[config.mk]
export PLATFORM = sky130hd
export DESIGN_NAME = mul16_seq
export DESIGN_NICKNAME = d
export VERILOG_FILES = /design/src/rtl/k1_mul_pkg.sv /design/src/rtl/adder16bit.sv /design/src/rtl/mul16_seq.sv
export SDC_FILE = /design/constraint.sdc
export NUM_CORES = 1
export LEC_CHECK = 0
export ABC_AREA = 1
export BUFFER_PORTS_ARGS = -buffer_cell sky130_fd_sc_hd__buf_4
export CAP_MARGIN = 40
export CORE_MARGIN = 5
export CORE_UTILIZATION = 53
export DETAILED_ROUTE_END_ITERATION = 10
export PLACE_DENSITY_LB_ADDON = 0.08
export SYNTH_ARGS = -nofsm -noshare
export SYNTH_HDL_FRONTEND = slang
export SYNTH_SLANG_ARGS = --single-unit
[constraint.sdc]
create_clock -name clk -period 8.4 [get_ports clk]
set_input_delay 1.68 -clock clk [delete_from_list [all_inputs] [get_ports clk]]
set_output_delay 1.68 -clock clk [all_outputs]
set_load 0.02 [all_outputs]
[src/rtl/k1_mul_pkg.sv]
// Shared constants and types for the K1 sequential multiplier.
package k1_mul_pkg;

    localparam int MUL_W     = 16;
    localparam int PROD_W    = 32;
    localparam int MUL_STEPS = 16;

    typedef enum logic [1:0] {
        MUL_IDLE = 2'd0,
        MUL_RUN  = 2'd1,
        MUL_DONE = 2'd2
    } mul_state_t;

endpackage

[src/rtl/adder16bit.sv]
// 16-bit ripple-carry adder built from full-adder cells; purely combinational.
module adder16bit (
    input  logic [15:0] a,
    input  logic [15:0] b,
    input  logic        cin,
    output logic [15:0] sum,
    output logic        cout
);

    logic [16:0] c;

    assign c[0] = cin;

    // One full-adder cell per bit; the carry ripples from bit 0 to bit 15.
    for (genvar i = 0; i < 16; i++) begin : g_fa
        assign sum[i]   = a[i] ^ b[i] ^ c[i];
        assign c[i + 1] = (a[i] & b[i]) | (c[i] & (a[i] ^ b[i]));
    end

    assign cout = c[16];

endmodule

[src/rtl/mul16_seq.sv]
// Sequential 16x16 unsigned shift-and-add multiplier, one partial product
// per clock, using a single adder16bit instance for all arithmetic.
//
// Handshakes: a transfer happens on a rising edge where valid and ready are
// both high. in_ready is high only in IDLE (and low while rst is high);
// out_valid is high only in DONE and product is held stable there until
// out_ready is seen. in_ready and out_valid are never high together, so an
// operand accept can never coincide with a product handshake.
module mul16_seq
    import k1_mul_pkg::*;
#(
    parameter bit ZERO_BYPASS = 1'b1
) (
    input  logic                clk,
    input  logic                rst,
    input  logic                in_valid,
    output logic                in_ready,
    input  logic [MUL_W-1:0]    a,
    input  logic [MUL_W-1:0]    b,
    output logic                out_valid,
    input  logic                out_ready,
    output logic [PROD_W-1:0]   product,
    output logic                busy,
    output mul_state_t          state_dbg
);

    mul_state_t       state;
    mul_state_t       state_next;

    logic [MUL_W-1:0] mcand;
    logic [MUL_W-1:0] hi;
    logic [MUL_W-1:0] lo;
    logic [3:0]       cnt;

    logic             load;
    logic             bypass;
    logic             step;

    logic [MUL_W-1:0] addend;
    logic [MUL_W-1:0] sum;
    logic             cout;
    logic [32:0]      shift_src;

    // Partial product: add the multiplicand into hi only when the current
    // multiplier bit (lo[0]) is set.
    assign addend = lo[0] ? mcand : '0;

    adder16bit u_add (
        .a    (hi),
        .b    (addend),
        .cin  (1'b0),
        .sum  (sum),
        .cout (cout)
    );

    // The full 17-bit sum is kept so the carry lands in hi[15] after the shift.
    assign shift_src = {cout, sum, lo};

    // State register.
    always_ff @(posedge clk) begin
        if (rst) begin
            state <= MUL_IDLE;
        end else begin
            state <= state_next;
        end
    end

    // Next-state logic, handshake outputs and datapath controls.
    always_comb begin
        state_next = state;
        load       = 1'b0;
        bypass     = 1'b0;
        step       = 1'b0;
        in_ready   = 1'b0;
        out_valid  = 1'b0;
        busy       = 1'b0;
        case (state)
            MUL_IDLE: begin
                in_ready = !rst;
                if (in_valid && !rst) begin
                    load = 1'b1;
                    if (ZERO_BYPASS && ((a == '0) || (b == '0))) begin
                        bypass     = 1'b1;
                        state_next = MUL_DONE;
                    end else begin
                        state_next = MUL_RUN;
                    end
                end
            end
            MUL_RUN: begin
                busy = 1'b1;
                step = 1'b1;
                if (cnt == 4'(MUL_STEPS - 1)) begin
                    state_next = MUL_DONE;
                end
            end
            MUL_DONE: begin
                busy      = 1'b1;
                out_valid = 1'b1;
                if (out_ready) begin
                    state_next = MUL_IDLE;
                end
            end
            default: begin
                state_next = MUL_IDLE;
            end
        endcase
    end

    // Operand load and shift-and-add step; reset discards any partial result.
    always_ff @(posedge clk) begin
        if (rst) begin
            mcand <= '0;
            hi    <= '0;
            lo    <= '0;
            cnt   <= '0;
        end else if (load) begin
            mcand <= a;
            hi    <= '0;
            lo    <= bypass ? '0 : b;
            cnt   <= '0;
        end else if (step) begin
            hi    <= shift_src[32:17];
            lo    <= shift_src[16:1];
            cnt   <= cnt + 4'd1;
        end
    end

    assign product   = {hi, lo};
    assign state_dbg = state;

endmodule

======== Word-level counts from Yosys, hierarchy flattened ========
Cells that the tools add are included.
word-level totals
  latch bits .............................. 0
  bits in registers ....................... 54
  word-level logic and storage cells ...... 117
  memories ................................ 0
  output and inout bits ................... 37
  bits in read-only memories .............. 0
  memory bits (writable) .................. 0
cells by class
  reductions and logical operators ........ 10
  eq/ne operators ......................... 6
  shift operators ......................... 0
  divide/modulo/power cells ............... 0
  bitwise gates (word level) .............. 77
  add/sub/neg operators ................... 1
  magnitude comparators ................... 0
  multiply operators ...................... 0
  mux-type cells .......................... 18
operators with widths
  operator               number
  $mux W16               4
  $logic_not A16 Y1      2
  $and A1 B1 Y1          31
  $xor A1 B1 Y1          31
  $or A1 B1 Y1           15
  $mux W1                9
  $mux W2                4
  $ne A2 B2 Y1 const B   3
  $pmux W2 S3            1
  $add A4 B1 Y4 const B  1
  $eq A4 B4 Y1 const B   1
  $reduce_or A2 Y1       2
  $reduce_and A3 Y1      1
  $eq A2 B1 Y1 const B   1
  $eq A2 B2 Y1 const B   1
  $logic_not A2 Y1       1
  $reduce_bool A2 Y1     1
  $logic_and A1 B1 Y1    1
  $logic_not A1 Y1       1
  $logic_or A1 B1 Y1     1

======== Longest topological paths before layout ========
Gate-level depths: netlist (run 1).
  depth in word-level cells ............... 32
  mapped depth ............................ 25

======== Hierarchy ========
Synthesis (run 1) repeated with hierarchy kept, for this count alone.
second synthesis, totals
  cells, all modules ...................... 402
  area total of the unflattened synthesis .. 2911.5 sq um
by module, submodules not included
  module      times used  area each (sq um)  cells each  seq. area each (sq um)
  mul16_seq   1           2553.7             376         1081.0
  adder16bit  1           357.8              26          0.0

======== Worst setup path after synthesis (run 1) ========
Ideal clock, no wire load.
  path type ............................... register to register
  start point ............................. reg lo[0]
  end point ............................... reg hi[14]
  data arrival time ....................... 6649 ps
  data required time ...................... 8344 ps
  buffers on the path ..................... 2
  cell stages (with the launch flop) ...... 24
  library setup time ...................... 56 ps
  path slack .............................. 1695 ps
  period minus slack after synthesis ...... 6705 ps
  cell sequence ........................... dfxtp_1 clkbuf_1 clkbuf_1 nand2_1 fa_1 inv_1 fa_1 fa_1 fa_1 fa_1 fa_1 fa_1 fa_1 fa_1 fa_1 fa_1 fa_1 fa_1 fa_1 inv_1 fa_1 o21ai_0 nand2_1 inv_1
between the ends
  longest elaborated chain between the ends .. 31
RTL lines
  element                                         line              RTL
  from (decl)                                     mul16_seq.sv:32   logic [MUL_W-1:0] lo;
  from (signal assigned)                          mul16_seq.sv:120  lo <= bypass ? '0 : b;
  from (signal assigned)                          mul16_seq.sv:124  lo <= shift_src[16:1];
  $mux W16 (*)                                    mul16_seq.sv:46   assign addend = lo[0] ? mcand : '0;
  $and A1 B1 Y1 or $xor A1 B1 Y1 (tied branches)  adder16bit.sv:17  assign c[i + 1] = (a[i] & b[i]) | (c[i] & (a[i] ^ b[i]));
  $and A1 B1 Y1                                   adder16bit.sv:17
  $or A1 B1 Y1                                    adder16bit.sv:17
  $and A1 B1 Y1                                   adder16bit.sv:17
  $or A1 B1 Y1                                    adder16bit.sv:17
  $and A1 B1 Y1                                   adder16bit.sv:17
  $or A1 B1 Y1                                    adder16bit.sv:17
  (+15 left out)                                  --
  $or A1 B1 Y1                                    adder16bit.sv:17
  $and A1 B1 Y1                                   adder16bit.sv:17
  $or A1 B1 Y1                                    adder16bit.sv:17
  $and A1 B1 Y1                                   adder16bit.sv:17
  $or A1 B1 Y1                                    adder16bit.sv:17
  $and A1 B1 Y1                                   adder16bit.sv:17
  $or A1 B1 Y1                                    adder16bit.sv:17
  $xor A1 B1 Y1 (*)                               adder16bit.sv:16  assign sum[i] = a[i] ^ b[i] ^ c[i];
  to (signal assigned)                            mul16_seq.sv:123  hi <= shift_src[32:17];
  to (decl)                                       mul16_seq.sv:31   logic [MUL_W-1:0] hi;
Mark *: on every way between the ends. The rest lies on a longest branch, timed or not.
A chain may end at the register's enable or synchronous reset.

======== Final worst setup path (run 1) ========
Same ends and word-level chain as after synthesis.

==> results.txt, run 1 <==
----------------------------------------------------
[Timing]
  Setup WS post-layout ... about 1.4 ns
  Setup skew after layout ... 0.0121 ns
  Achievable frequency ... 142 MHz
  Hold violation total from the final report ... 0
  Min Clock Period, post-route ... 7.05 ns
  RSZ-0062 raised after global routing ... false
  Final number of setup-violating endpoints ... 0
  Remaining max-slew budget at the tightest pin ... about 46%
  Final slew viol count ... 0
  Setup TNS ... 0 ns
  Worst slew pin tran ... about 0.8 ns
  Fraction of the cycle the final worst path needs ... 83.9%

[Yosys]
  Adder-cell share of the synthesized area ... 13.0%
  Number of nets produced by synthesis ... 424
  Count of cell types in the netlist ... 24
  Synthesized-area fraction occupied by xor and xnor cells ... 0.314%
  Post-synth design cell area ... 2790 um2
  Synth warnings ... 0
  Largest family of logic cells by synthesized area ... simple AND/OR/NAND/NOR gates
  Register area share after synthesis ... 38.8%
  Per-instance average area after synthesis ... about 7.6 um2
  Post-Syn Instances ... between 300 and 400
  Compound-cell area share of the yosys netlist ... 14.1%
  Yosys reg bits ... 54
  Proportion of synthesized area in mux cells ... 0%
  Simple-gate share of the synthesized area ... a little under a quarter

[Layout]
  Synthesis-to-finish area growth ... 23.1%
  Final nets ... 485
  Antenna cell count ... 0
  Fraction of final layout cells with drive strength greater than 1 ... 20.5%
  Fillers ... 468

[Worst setup path]
  Signal arrival time at the worst endpoint ... 7.31 ns
  Required time worst endpoint ... 8.66 ns
  Setup CP Type ... reg2reg
  Kind of capture point of the worst setup path ... register
  Critical path fanouts, max ... 18
  R2R depth ... 24
  Element type at the critical path start ... register

[Global routing]
  Vias in the first global route ... 2506
  Largest net degree at the start of global routing ... 37
  Total congestion overflow after global routing ... 0
  Wire length of the first global-routing pass ... 11.5 mm
  Antenna violations before repair ... 0
  Global routing usage summed across all routing layers ... 21.4%

[Power]
  Switching fraction of total power ... between 20% and 30%
  Internal power contribution ... approximately 410 uW
  Flop pwr share ... between 50% and 60%
  Static leakage power ... 1.84 nW
  Cell area power density ... 166 nW/um2
  Power share of the clock group ... 31.6%
  Psw ... 158 uW
  Power share of the combinational group ... 18.1%
  Worst-case vdd ir drop ... between 0.00009 and 0.0001 V

[Clock network]
  H-tree levels ... 2
  Clock transition at the register clock pins on the worst setup and hold paths after CTS ... 0.09 ns
  CTS resizes ... 0
  Buffer count from post-CTS setup fixing ... 0
  Number of clock sinks seen by CTS ... 54
  Clock root buffer ... clkbuf_8
  Source-to-sink clock delay at the later pin of the worst-skew pair ... 0.31 ns
  Clock tree from TritonCTS ... built
  Number of buffers between clock root and the deepest sink ... 2
  Hold bufs inserted after CTS ... 0
  Total CTS buffers ... 5

[Route]
  Number of routed nets with antenna violations ... 0
  Sum of routed wire length over all layers ... 6.69 mm
  Via density ... 5.18
  Routed vias ... 2586
  Wire length per cell ... 13.4 um
  Post-route DRC violation count ... 0
  DR pass1 iterations ... 4
  First DRT Iteration DRCs ... about 150

[Place]
  Dpl ws ... around 1.4 ns
  Half-perimeter wire length after detailed placement ... 4.68 mm
  Number of input and output port buffers inserted ... 72
  Final weighted congestion of routability-driven global placement ... between 0.7 and 0.8

[Floorplan]
  Io pins ... 73
  Core region area ... about 5100 um2
  Area enclosed by the die boundary ... roughly 7000 um2
  Initial core utilization ... around 55%
  Number of core rows ... 26
  Height of the chip ... slightly above 80 um
  Die outline width ... 82.5 um

[Status]
  Result of the run ... completed

[Worst hold path]
  Number of cells on the worst hold path ... 2
  Worst Hold Class ... reg2reg

[Flow run]
  Max-cap violations ... 0

----------------------------------------------------
sequential cells by signal (all words and copies together), names as in the netlist:
name	flops
cnt	4
state_dbg	2
hi	16
lo	16
mcand	16
routing by layer:
layer  share of wire, %  GRT usage (%)
met5                  0              0
met4               0.85           4.58
met3                7.3           4.56
met2                 49           36.5
met1                 43           28.0
logic make-up (layout without fill, tap and decap cells):
kind of cell             after synthesis  after routing
AO/OA/AOI/OAI                         71             71
XOR/XNOR                               1              1
adder cells (fa/ha/maj)               20             20
buffers and inverters                 70            131
flip-flops                            54             54
AND/OR/NAND/NOR                      152            152
path summary, 6_finish.rpt:
check | start | endpoint | slack [ns]
worst max-delay path | lo[0] | hi[14] | 1.35
worst min-delay path | mcand[2] | mcand[2] | 0.46
worst max register to register | lo[0] | hi[14] | 1.35
worst min register to register | mcand[2] | mcand[2] | 0.46
stage by stage:
stage | area (um2) | hold WS [ns] | power, mW | std cells | utilization [%]
6_report | 3430 | 0.464 | 0.568 | 499 | 67.2
4_1_cts | 3430 | 0.473 | 0.572 | 499 | 67.2
3_5_place_dp | 3320 | 0.449 | 0.394 | 492 | 65.0
2_1_floorplan | 2790 | 0.428 | 0.352 | 368 | -
5_1_grt | 3430 | 0.493 | 0.595 | 499 | 67.2
3_3_place_gp | 3320 | 0.439 | 0.393 | 492 | 65.0
critical path: stages (launching register included):
cell and delay [ns]:
dfxtp_1 0.51, nand2_1 0.13, inv_1 0.05, ha_1 0.18, inv_1 0.07, fa_1 0.15, inv_1 0.05, fa_1 0.37
fa_1 0.39, fa_1 0.40, fa_1 0.40, fa_1 0.40, fa_1 0.39, fa_1 0.38, fa_1 0.38, fa_1 0.39
fa_1 0.39, fa_1 0.40, fa_1 0.40, fa_1 0.36, inv_1 0.07, fa_1 0.40, o21ai_0 0.17, nand2_1 0.08
inv_1 0.07
cell type report:
type	count	area (um2)	share of cell area, %
Inverter	51	191	5.58
Multi-Input combinational cell	244	1410	41.1
Sequential cell	54	1080	31.5
Timing Repair Buffer	73	548	16.0
Clock buffer	6	82.6	2.41
Tap cell	70	87.6	2.55
Clock inverter	1	30.0	0.875
cell usage after synthesis:
library cell | n | area [um2]
a21oi_1 | 18 | 90.1
nand4_1 | 18 | 113
nor2_2 | 2 | 12.5
buf_2 | 5 | 25.0
ha_1 | 5 | 62.6
nand2_1 | 100 | 375
xnor2_1 | 1 | 8.76
a22o_1 | 10 | 87.6
clkbuf_1 | 9 | 33.8
nor4_1 | 1 | 6.26
inv_2 | 2 | 7.51
dfxtp_1 | 54 | 1080
o21ai_0 | 40 | 200
inv_1 | 49 | 184
nor2_1 | 21 | 78.8
buf_6 | 3 | 33.8
nand3_1 | 6 | 30.0
o21ai_1 | 2 | 10.0
nor2_4 | 1 | 11.3
buf_4 | 1 | 7.51
a31oi_1 | 1 | 6.26
nand2_2 | 3 | 18.8
fa_1 | 15 | 300
buf_1 | 1 | 3.75
placed cells by master, fill, tap and decap left out, types with 10 or more instances in the layout:
master / n
dfxtp_1: 54
nand4_1: 18
a22o_1: 10
fa_1: 15
nor2_1: 21
buf_4: 73
nand2_1: 100
a21oi_1: 18
o21ai_0: 40
inv_1: 49
power by group through the flow:
stage | sequential [mW] | clock, mW | combinational [mW]
detailed placement | 0.291 | 0 | 0.103
finish | 0.286 | 0.179 | 0.103
CTS | 0.286 | 0.182 | 0.103
floorplan | 0.299 | 0 | 0.0534
global route | 0.289 | 0.192 | 0.114
global placement | 0.291 | 0 | 0.102
(Power assumes the default switching activity.)
==> run 2: changes to the inputs <==
Settings changed: ABC_AREA 1 to 0, CORE_UTILIZATION 53 to 47.
Clock period 8.4 ns to 6.3 ns, I/O delays scaled along.
==> run 2 against run 1 <==
Net effect:
- via count is 21% lower
- register-to-register slack worse by 1.1 ns
- non-clock buffer count is 3 higher
- synthesized cell count is 29% lower
- cell count is 19% lower
- setup slack worse by 1.1 ns
- critical endpoint unchanged
- largest cell class unchanged
==> results.txt, run 2 <==
----------------------------------------------------
[Layout]
  Most frequent standard cell in the layout excluding fill and tap cells ... buf_4 (was nand2_1)
  Antenna cell count ... 0 (unchanged)
  Largest registers in the final layout ... hi (16), lo (16), mcand (16) (unchanged)
  Cell area after layout ... 3300 um2 (was 3430 um2)
  Highest-count cells in the layout ignoring fill and taps ... 76 x buf_4, 53 x dfxtp_1, 38 x nand2_1 (was 100 x nand2_1, 73 x buf_4, 54 x dfxtp_1)
  Fraction of final layout cells with drive strength greater than 1 ... 30.2% (was 20.5%)
  Synthesis-to-finish area growth ... 27.6% (was 23.1%)
  Fillers ... 498 (was 468)
  Final nets ... 386 (was 485)

[Power]
  Cell area power density ... 213 nW/um2 (was 166 nW/um2)
  Worst-case vdd ir drop ... 0.000106 V (was 0.0000965 V)
  Static leakage power ... 1.35 nW (was 1.84 nW)
  Power consumption ... 703 uW (was 568 uW)

[Yosys]
  Count of cell types in the netlist ... 29 (was 24)
  Dominant synthesized flop cell ... dfxtp_1 (unchanged)
  Synth warnings ... 0 (unchanged)
  Number of nets produced by synthesis ... 318 (was 424)
  Largest cells by area after synthesis ... dfxtp_1 42%, fa_1 12%, mux2i_1 12% (was dfxtp_1 39%, nand2_1 13%, fa_1 11%)
  Post-Syn Instances ... 262 (was 368)
  Per-instance average area after synthesis ... 9.88 um2 (was 7.58 um2)
  Post-synth EDFFs ... 0 (unchanged)
  Cell accounting for the most synthesized area ... dfxtp_1 (unchanged)
  Cell with the most instances after synthesis ... dfxtp_1 (was nand2_1)
  Post-synth design cell area ... 2590 um2 (was 2790 um2)
  Fraction of synthesized cell area taken by the top area cell type ... 41.8% (was 38.8%)
  Async S/R FF share, synth ... 0% (unchanged)
  Register area share after synthesis ... 41.8% (was 38.8%)
  Leading cell types by count after synthesis ... 54 x dfxtp_1, 38 x nand2_1, 30 x mux2i_1, 22 x nor2_1, 17 x o21ai_0 (was 100 x nand2_1, 54 x dfxtp_1, 49 x inv_1, 40 x o21ai_0, 21 x nor2_1)
  Yosys reg bits ... 54 (unchanged)

[Worst setup path]
  R2R depth ... 21 (was 24)
  Required time worst endpoint ... 6.53 ns (was 8.66 ns)
  Setup CP Type ... reg2reg (unchanged)
  Worst reg2reg path endpoint ... hi[14] (unchanged)
  Critical path fanouts, max ... 2 (was 18)
  Element type at the critical path start ... register (unchanged)
  Kind of capture point of the worst setup path ... register (unchanged)
  Startpoint of the worst register-to-register path ... lo[0] (unchanged)
  Slack of the worst reg-to-reg path ... 0.23 ns (was 1.35 ns)
  Signal arrival time at the worst endpoint ... 6.30 ns (was 7.31 ns)

[Route]
  Via density ... 5.04 (was 5.18)
  Wire length per cell ... 13.9 um (was 13.4 um)
  DR pass1 iterations ... 4 (unchanged)
  Sum of routed wire length over all layers ... 5.62 mm (was 6.69 mm)
  Routed vias ... 2033 (was 2586)
  First DRT Iteration DRCs ... 63 (was 151)
  Post-route DRC violation count ... 0 (unchanged)
  Number of routed nets with antenna violations ... 0 (unchanged)

[Place]
  Final weighted congestion of routability-driven global placement ... 0.733 (was 0.770)
  Area post-placement ... 3190 um2 (was 3320 um2)
  Number of input and output port buffers inserted ... 72 (unchanged)
  Half-perimeter wire length after detailed placement ... 4.26 mm (was 4.68 mm)

[Timing]
  Worst slew pin tran ... 0.641 ns (was 0.801 ns)
  Fraction of the cycle the final worst path needs ... 96.4% (was 83.9%)
  RSZ-0062 raised after global routing ... true (was false)
  Hold violation total from the final report ... 0 (unchanged)
  Setup skew after layout ... 0.00749 ns (was 0.0121 ns)
  Remaining max-slew budget at the tightest pin ... 57.2% (was 46.5%)
  Final slew viol count ... 0 (unchanged)
  Final number of setup-violating endpoints ... 0 (unchanged)
  Min Clock Period, post-route ... 6.07 ns (was 7.05 ns)
  Achievable frequency ... 165 MHz (was 142 MHz)

[Floorplan]
  Number of core rows ... 27 (was 26)
  Area enclosed by the die boundary ... 7090 um2 (was 6810 um2)
  Io pins ... 73 (unchanged)
  Die outline width ... 84.2 um (was 82.5 um)
  Height of the chip ... 84.2 um (was 82.5 um)
  Initial core utilization ... 47.6% (was 54.6%)
  Core region area ... 5440 um2 (was 5110 um2)

[Global routing]
  Antenna violations before repair ... 0 (unchanged)
  Global routing usage summed across all routing layers ... 15.8% (was 21.4%)
  Vias in the first global route ... 1989 (was 2506)
  Largest net degree at the start of global routing ... 42 (was 37)
  Wire length of the first global-routing pass ... 9.23 mm (was 11.5 mm)
  Total congestion overflow after global routing ... 0 (unchanged)

[Clock network]
  Hold bufs inserted after CTS ... 0 (unchanged)
  Clock transition at the register clock pins on the worst setup and hold paths after CTS ... 0.09 ns (about the same)
  Clock tree from TritonCTS ... built (unchanged)
  Number of clock sinks seen by CTS ... 54 (unchanged)
  Clock root buffer ... clkbuf_8 (unchanged)
  Total CTS buffers ... 5 (unchanged)
  H-tree levels ... 2 (unchanged)
  Source-to-sink clock delay at the later pin of the worst-skew pair ... 0.30 ns (was 0.31 ns)
  Number of buffers between clock root and the deepest sink ... 2 (unchanged)
  Buffer count from post-CTS setup fixing ... 0 (unchanged)

[Worst hold path]
  Worst Hold Class ... reg2reg (unchanged)
  Number of cells on the worst hold path ... 2 (unchanged)
  Worst min-delay path endpoint ... mcand[0] (was mcand[2])
  Origin of the worst min-delay path ... mcand[0] (was mcand[2])

[Flow run]
  Max-cap violations ... 0 (unchanged)

[Status]
  Result of the run ... completed (unchanged)

----------------------------------------------------
run 2: area by class of cell:
cell class	instances	area, um2	share of cell area (%)
clock inverter	1	5.00	0.152
inverter	8	30.0	0.910
sequential	54	1080	32.9
timing repair buffer	76	571	17.3
clock buffer	7	86.3	2.62
multi-input combinational	185	1430	43.4
tap	72	90.1	2.73
run 2: critical path: stages, from the launching register on:
cell and delay, ns:
dfxtp_4 0.34, and2_1 0.13, ha_1 0.17, inv_1 0.06
fa_1 0.15, inv_1 0.05, fa_2 0.33, fa_2 0.34
fa_2 0.35, fa_2 0.34, fa_2 0.35, fa_2 0.34
fa_2 0.34, fa_2 0.34, fa_2 0.35, fa_2 0.34
fa_2 0.34, fa_2 0.34, fa_2 0.34, inv_2 0.07
fa_1 0.40, a211oi_2 0.17
run 2: metrics by stage:
stage,util [%],cells,worst slack (ns),hold slack (ns),setup TNS (ns)
5_1_grt,60.7,403,-0.0165,0.473,-0.0165
3_3_place_gp,58.6,395,-0.0119,0.443,-0.0119
6_report,60.7,403,0.228,0.453,0
2_1_floorplan,-,262,0.0202,0.431,0
3_5_place_dp,58.6,395,-0.100,0.448,-0.100
4_1_cts,60.5,403,0.0192,0.460,0
run 2: worst max path at each step:
stage / startpoint / depth (start not counted) / to / slack [ns]
6_report: lo[0] / 21 / hi[14] / 0.23
4_1_cts: lo[0] / 21 / hi[14] / 0.02
5_1_grt: lo[0] / 21 / hi[14] / -0.02
2_1_floorplan: lo[0] / 21 / hi[14] / 0.02
3_5_place_dp: lo[0] / 21 / hi[14] / -0.10
3_3_place_gp: lo[0] / 21 / hi[14] / -0.01
run 2: power by group:
part	switching [mW]	internal (mW)
Sequential	0.0136	0.362
Combinational	0.0721	0.0611
Clock	0.105	0.0889
Total	0.191	0.512
run 2: layer usage:
layer / part of all wire, % / vias up / track usage (%)
li1: - / 1030 / -
met1: 48 / 944 / 21.9
met2: 46 / 51 / 25.0
met3: 4.6 / 8 / 3.43
met4: 1.5 / 0 / 4.53
met5: 0 / - / 0
run 2: cells by family (layout without fill, tap and decap cells):
kind of cell    after synthesis  count (layout)  synth area share, %
xor+xnor                      3               3                 1.02
fa+ha+maj                    20              20                 14.0
mux                          30              30                 11.6
flops                        54              54                 41.8
buf+inv                      23              92                 4.35
compound gates               40              40                 10.8
simple gates                 92              92                 16.4
run 2: repair_timing:
action | CTS | global route
setup endpoints to repair | 1 | 1
resized for setup | 3 | 5
pin swaps | 0 | 2
